`config.mk`:
```
export PLATFORM = sky130hd
export DESIGN_NAME = pipe_stage_reg_flat
export DESIGN_NICKNAME = d
export VERILOG_FILES = /design/src/rtl/pipe_stage_reg_pkg.sv /design/src/rtl/pipe_stage_reg_if.sv /design/src/rtl/pipe_stage_reg_sat_counter.sv /design/src/rtl/pipe_stage_reg.sv /design/src/flat_wrapper.sv
export SDC_FILE = /design/constraint.sdc
export NUM_CORES = 1
export LEC_CHECK = 0
export CAP_MARGIN = 0
export CELL_PAD_IN_SITES_DETAIL_PLACEMENT = 1
export CELL_PAD_IN_SITES_GLOBAL_PLACEMENT = 1
export CORE_UTILIZATION = 35
export CTS_BUF_LIST = sky130_fd_sc_hd__clkbuf_8
export CTS_CLUSTER_SIZE = 20
export DETAILED_ROUTE_END_ITERATION = 16
export GPL_TIMING_DRIVEN = 0
export PLACE_DENSITY = 0.85
export SLEW_MARGIN = 25
export SYNTH_ARGS = -nofsm -noshare
export SYNTH_HDL_FRONTEND = slang
export SYNTH_SLANG_ARGS = --single-unit
```
`constraint.sdc`:
```
create_clock -name clk -period 4.6 [get_ports clk]
set_input_delay 0.92 -clock clk [delete_from_list [all_inputs] [get_ports clk]]
set_output_delay 0.92 -clock clk [all_outputs]
set_load 0.03 [all_outputs]
```
`src/rtl/pipe_stage_reg_pkg.sv`:
```
// -----------------------------------------------------------------------------
// pipe_stage_reg_pkg
// Shared pipeline definitions used by every stage boundary register:
//   - NOP encodings (ARM "MOV r0,r0" instruction word and the all-zero payload)
//   - default payload widths per stage boundary
//   - the stage-state enum (EMPTY / FULL / SKID), encoded as {skid_v, main_v}
// -----------------------------------------------------------------------------
package pipe_stage_reg_pkg;

  // ARM NOP (MOV r0, r0). Stages that want an architectural NOP in the
  // instruction field can build their NOP_VALUE from this.
  localparam logic [31:0] ARM_NOP_INSTR = 32'hE1A0_0000;

  // Default payload: instruction (32) + PC+4 (32) + addressing-mode bits (2).
  localparam int PAYLOAD_W_DEFAULT = 66;
  localparam int IF_ID_W  = PAYLOAD_W_DEFAULT;
  localparam int ID_EX_W  = PAYLOAD_W_DEFAULT;
  localparam int EX_MEM_W = PAYLOAD_W_DEFAULT;
  localparam int MEM_WB_W = PAYLOAD_W_DEFAULT;

  // Bit 0 is main_v, bit 1 is skid_v. 2'b10 is unreachable.
  typedef enum logic [1:0] {
    ST_EMPTY = 2'b00,
    ST_FULL  = 2'b01,
    ST_SKID  = 2'b11
  } stage_state_e;

endpackage

```
`src/rtl/pipe_stage_reg_if.sv`:
```
// -----------------------------------------------------------------------------
// pipe_stage_reg_if
// Handshake bundle around one pipeline stage register.
//   in_valid / in_ready / in_data    : upstream side
//   out_valid / out_ready / out_data : downstream side
// Handshake: a word moves on a cycle where valid && ready are both high at the
// rising clock edge. The sender holds valid and data stable until that edge;
// valid never depends on ready. in_ready and out_* are register outputs.
// Modports:
//   slave  : the stage register itself
//   master : the surrounding pipeline (drives upstream offer + downstream ready)
// -----------------------------------------------------------------------------
interface pipe_stage_reg_if
  import pipe_stage_reg_pkg::*;
#(
  parameter int DATA_W = PAYLOAD_W_DEFAULT
);
  logic              in_valid;
  logic              in_ready;
  logic [DATA_W-1:0] in_data;
  logic              out_valid;
  logic              out_ready;
  logic [DATA_W-1:0] out_data;

  modport slave (
    input  in_valid, in_data, out_ready,
    output in_ready, out_valid, out_data
  );

  modport master (
    output in_valid, in_data, out_ready,
    input  in_ready, out_valid, out_data
  );
endinterface

```
`src/rtl/pipe_stage_reg_sat_counter.sv`:
```
// -----------------------------------------------------------------------------
// sat_counter
// W-bit up-counter that sticks at all-ones, with synchronous clear.
// Ports:
//   clk     : clock
//   i_clr   : synchronous clear (wins over increment)
//   i_inc   : increment this cycle
//   o_count : current count
// -----------------------------------------------------------------------------
module sat_counter #(
  parameter int W = 16
) (
  input  logic         clk,
  input  logic         i_clr,
  input  logic         i_inc,
  output logic [W-1:0] o_count
);
  logic [W-1:0] r_count;

  always_ff @(posedge clk) begin
    if (i_clr) begin
      r_count <= '0;
    end else if (i_inc && (r_count != {W{1'b1}})) begin
      r_count <= r_count + W'(1);
    end
  end

  assign o_count = r_count;
endmodule

```
`src/rtl/pipe_stage_reg.sv`:
```
// -----------------------------------------------------------------------------
// pipe_stage_reg
// Elastic pipeline stage register with a one-entry skid buffer, flush to a NOP
// payload and a saturating back-pressure counter.
// Ports:
//   clk          : clock, all state on posedge
//   reset        : synchronous, active-high
//   flush        : squash everything this cycle (priority over handshakes)
//   bus          : pipe_stage_reg_if.slave (in_* upstream, out_* downstream)
//   stall_cycles : cycles seen with out_valid && !out_ready (saturating)
//   dbg_state    : current stage state (EMPTY / FULL / SKID)
// -----------------------------------------------------------------------------
module pipe_stage_reg
  import pipe_stage_reg_pkg::*;
#(
  parameter int                DATA_W    = PAYLOAD_W_DEFAULT,
  parameter logic [DATA_W-1:0] NOP_VALUE = {DATA_W{1'b0}},
  parameter int                CNT_W     = 16
) (
  input  logic               clk,
  input  logic               reset,
  input  logic               flush,
  pipe_stage_reg_if.slave    bus,
  output logic [CNT_W-1:0]   stall_cycles,
  output stage_state_e       dbg_state
);

  stage_state_e      r_state;
  logic [DATA_W-1:0] r_main_d;
  logic [DATA_W-1:0] r_skid_d;
  logic              r_in_ready;

  stage_state_e      w_next_state;
  logic [DATA_W-1:0] w_next_main_d;
  logic [DATA_W-1:0] w_next_skid_d;
  logic              w_accept;
  logic              w_stall;

  assign w_accept = bus.in_valid && r_in_ready;
  // main_v is bit 0 of the state encoding.
  assign w_stall  = r_state[0] && !bus.out_ready;

  // Next-state and datapath selection.
  always_comb begin
    w_next_state  = r_state;
    w_next_main_d = r_main_d;
    w_next_skid_d = r_skid_d;

    if (flush) begin
      w_next_state  = ST_EMPTY;
      w_next_main_d = NOP_VALUE;
      w_next_skid_d = NOP_VALUE;
    end else begin
      unique case (r_state)
        ST_EMPTY: begin
          if (w_accept) begin
            w_next_state  = ST_FULL;
            w_next_main_d = bus.in_data;
          end
        end
        ST_FULL: begin
          if (bus.out_ready) begin
            if (w_accept) begin
              w_next_main_d = bus.in_data;
            end else begin
              // Output drained with nothing behind it: go back to NOP.
              w_next_state  = ST_EMPTY;
              w_next_main_d = NOP_VALUE;
            end
          end else if (w_accept) begin
            // Downstream stalled while upstream still had in_ready=1:
            // park the extra word in the skid slot.
            w_next_state  = ST_SKID;
            w_next_skid_d = bus.in_data;
          end
        end
        ST_SKID: begin
          if (bus.out_ready) begin
            w_next_state  = ST_FULL;
            w_next_main_d = r_skid_d;
            w_next_skid_d = NOP_VALUE;
          end
        end
        default: begin
          w_next_state  = ST_EMPTY;
          w_next_main_d = NOP_VALUE;
          w_next_skid_d = NOP_VALUE;
        end
      endcase
    end
  end

  always_ff @(posedge clk) begin
    if (reset) begin
      r_state    <= ST_EMPTY;
      r_main_d   <= NOP_VALUE;
      r_skid_d   <= NOP_VALUE;
      r_in_ready <= 1'b1;
    end else begin
      r_state    <= w_next_state;
      r_main_d   <= w_next_main_d;
      r_skid_d   <= w_next_skid_d;
      // Registered ready: low exactly when the skid slot will be occupied.
      r_in_ready <= !w_next_state[1];
    end
  end

  sat_counter #(
    .W (CNT_W)
  ) u_stall_cnt (
    .clk     (clk),
    .i_clr   (reset),
    .i_inc   (w_stall),
    .o_count (stall_cycles)
  );

  assign bus.in_ready  = r_in_ready;
  assign bus.out_valid = r_state[0];
  assign bus.out_data  = r_main_d;
  assign dbg_state     = r_state;

endmodule

```
`src/flat_wrapper.sv`:
```
// flat-port wrapper written by rule: the top's interface ports become plain ports
module pipe_stage_reg_flat import pipe_stage_reg_pkg::*;
#(
  parameter int                DATA_W    = PAYLOAD_W_DEFAULT,
  parameter logic [DATA_W-1:0] NOP_VALUE = {DATA_W{1'b0}},
  parameter int                CNT_W     = 16
)
  (clk, reset, flush, stall_cycles, dbg_state, bus_in_valid, bus_in_data, bus_out_ready, bus_in_ready, bus_out_valid, bus_out_data);
  pipe_stage_reg_if #(.DATA_W(DATA_W)) bus_i ();
  input  logic clk;
  input  logic reset;
  input  logic flush;
  output logic [CNT_W-1:0] stall_cycles;
  output stage_state_e dbg_state;
  input wire logic [$bits(bus_i.in_valid)-1:0] bus_in_valid;
  input wire logic [$bits(bus_i.in_data)-1:0] bus_in_data;
  input wire logic [$bits(bus_i.out_ready)-1:0] bus_out_ready;
  output wire logic [$bits(bus_i.in_ready)-1:0] bus_in_ready;
  output wire logic [$bits(bus_i.out_valid)-1:0] bus_out_valid;
  output wire logic [$bits(bus_i.out_data)-1:0] bus_out_data;
  assign bus_i.in_valid = bus_in_valid;
  assign bus_i.in_data = bus_in_data;
  assign bus_i.out_ready = bus_out_ready;
  assign bus_in_ready = bus_i.in_ready;
  assign bus_out_valid = bus_i.out_valid;
  assign bus_out_data = bus_i.out_data;
  pipe_stage_reg #(.DATA_W(DATA_W), .NOP_VALUE(NOP_VALUE), .CNT_W(CNT_W)) u_core (.clk(clk), .reset(reset), .flush(flush), .bus(bus_i), .stall_cycles(stall_cycles), .dbg_state(dbg_state));
endmodule
```
==> reports/results.txt <==
CP required: 4910 ps
Tcrit/Tclk final: 0.5956
post-synth cell types: 42
vias in the first global route: 7186
Layout area overhead: 32.73%
Final Wtd Congestion: 0.8159
Initial Utilization: 0.3628
Chip Height: 145.0 um
Post-DP Area: 0.009046 mm^2
register bit total from synthesis: 151
final slew viol count: 0
crit-path max cell delay: 540 ps
clk slew on worst S/H paths: 80 ps
clk buf depth: 2
largest net degree at the start of global routing: 17
hold path endpoint: u_core.r_skid_d[18]
most instantiated cells after synthesis: 151 x dfxtp_1, 142 x nor2_1, 71 x o31ai_1
area of the mapped netlist: 0.007153 mm^2
die width: 145.0 um
Hold Vio Cnt, Final: 0
CTS Sinks: 151
Synth Flop Type: dfxtp_1
power per cell area: 302.8 mW/mm^2
Leakage: 3.460 nW
leading area contributor after synthesis: dfxtp_1
# H-tree levels: 4
Slew @ Worst Pin: 628.6 ps
post_cts resized: 0
Clock Latency Late Sink: 450 ps
CTS hold repair buffers: 0
number of buffers created by CTS: 17
core area: 0.01972 mm^2
setup_tns: 0 ps
mean post-synth cell area: 8.386 um^2
number of synthesized flops with an enable pin: 0
routed length per instance: 17.41 um
Root Driver: clkbuf_8
Crit Path Class: in -> reg
most frequent cell on the critical path: clkbuf_1
grt ovf: 0
worst reg2reg path endpoint: u_core.r_skid_d[29]
Slew headroom: 0.5809
Final Power: 2.875 mW
Final Cell Area: 0.009494 mm^2
Hold Startpoint: u_core.r_skid_d[18]
synthesized instance count: 853
Final nets: 1100
R2R setup slack: 2360 ps
# port buffers: 156
CP Launch Type: input pin
row count: 51
max-cap viol count: 0
layout cells sized above 1: 0.06340
first-pass GRT wire length: 37320 um
Synth top area share: 0.4226
hold path cells: 2
die area: 0.02101 mm^2
I/O Pins: 157
Detailed Routing Iterations Pass 1: 5
Via-to-Cell Ratio: 5.200
CP Max Fanout: 10
Post-synth ARST share: 0
R2R Path Start: u_core.dbg_state[1]
Worst Clk Skew: 10.10 ps
status: finished, final reports clean
Hold Path Class: reg -> reg
critical path, cell by cell: clkdlybuf4s50_1 > or2_2 > clkbuf_1 > clkbuf_1 > clkbuf_1 > nor2_1
post-synth net total: 925
CP endpoint kind: flop
Ys Warns: 0
violation count after the first detailed-routing iteration: 253
Seq/Total Area, Yosys: 0.4226
synth top area cells: dfxtp_1 42%, mux2i_1 9.5%, nor2_1 7.5%
DRT Wirelength: 22770 um
final setup vio count: 0
CTS tree: yes
via count: 6802
library cell with the highest instance count after synthesis: dfxtp_1
initial antenna violation count: 3
CP max-delay cell: clkbuf_1
WP data arrival: 3050 ps
unrepaired setup endpoints after global routing: no
GRT Total Usage: 0.2198
dpl hpwl: 16290 um
Peak VDD IR: 0.0001725 V
Fillers: 2326
minimum clock period: 2740 ps
Routed Antenna Nets: 0
f_max: 365.0 MHz
number of remaining DRC errors: 0
Reg2Reg Depth: 6
setup bufs post-CTS: 0
-- layer usage --
metal / wire length, um / share of wire / up-vias / GRT usage
li1: - / - / 3294 / -
met1: 10360 / 0.45 / 3332 / 0.2748
met2: 10990 / 0.48 / 145 / 0.3731
met3: 954 / 0.042 / 29 / 0.04434
met4: 453 / 0.020 / 2 / 0.07713
met5: 13 / 0.00057 / - / 0
-- worst max-delay path by stage --
stage | startpoint | end | slack, ps
2_1_floorplan | bus_out_ready | u_core.r_skid_d[25] | 2520
3_3_place_gp | reset | u_core.r_skid_d[20] | 1420
3_5_place_dp | reset | u_core.bus.out_data[2] | 1370
4_1_cts | reset | u_core.bus.out_data[2] | 1850
5_1_grt | reset | u_core.r_skid_d[22] | 1770
6_report | reset | u_core.bus.out_data[2] | 1860
-- critical path, delay by kind of cell --
| family | cells | cell delay [ps] |
|---|---|---|
| buffers and inverters | 4 | 1890 |
| AND/OR/NAND/NOR | 2 | 240 |
-- cells in the final DEF, fill, tap and decap left out, types with 44 or more instances in the layout --
cell type        count
o31ai_1             71
a22oi_1             66
dfxtp_1            151
clkdlybuf4s50_1    156
and2_1              67
nand3_1             69
mux2i_1             68
clkbuf_1            44
inv_1               72
nor2_1             142
-- through the flow --
step           std cells    util  worst slack, ps  hold slack (ps)
2_1_floorplan        853       -             2524            461.3
3_3_place_gp        1274  0.4588             1424            473.0
3_5_place_dp        1274  0.4588             1370            484.3
4_1_cts             1306  0.4812             1852            506.1
5_1_grt             1307  0.4814             1767            528.2
6_report            1308  0.4815             1860            496.9
-- cell families (layout without fill, tap and decap cells) --
family | Yosys count | after routing | share of synthesized area
multiplexers | 70 | 70 | 0.09830
XOR/XNOR | 2 | 2 | 0.002449
adder cells (fa/ha/maj) | 1 | 1 | 0.001749
AO/OA/AOI/OAI | 159 | 159 | 0.1635
other | 0 | 2 | 0
flip-flops | 151 | 151 | 0.4226
buffers and inverters | 146 | 334 | 0.08396
AND/OR/NAND/NOR | 324 | 324 | 0.2274
-- power by group --
part | internal [mW] | switching [mW] | leakage [nW]
Sequential | 1.33 | 0.0137 | 1.22
Combinational | 0.163 | 0.213 | 2.01
Clock | 0.639 | 0.520 | 0.224
Total | 2.13 | 0.746 | 3.46
-- area by class of cell --
class / instances / area [um^2] / share of cell area
diodes: 2 / 5.005 / 0.0005271
plain buffers: 76 / 337.8 / 0.03558
clock buffers: 17 / 234.0 / 0.02464
clock inverters: 15 / 209.0 / 0.02201
inverters: 70 / 262.8 / 0.02768
multi-input cells: 556 / 3530 / 0.3718
flip-flops and latches: 151 / 3023 / 0.3184
well taps: 265 / 331.6 / 0.03492
repair buffers: 156 / 1562 / 0.1645
-- registers in the layout (all words and copies together) (netlist names) --
| signal | flops |
|---|---|
| u_core.u_stall_cnt.o_count | 16 |
| u_core.bus.out_data | 66 |
| u_core.dbg_state | 2 |
| u_core.bus.in_ready | 1 |
| u_core.r_skid_d | 66 |
Power figures use the tool's default switching activity.
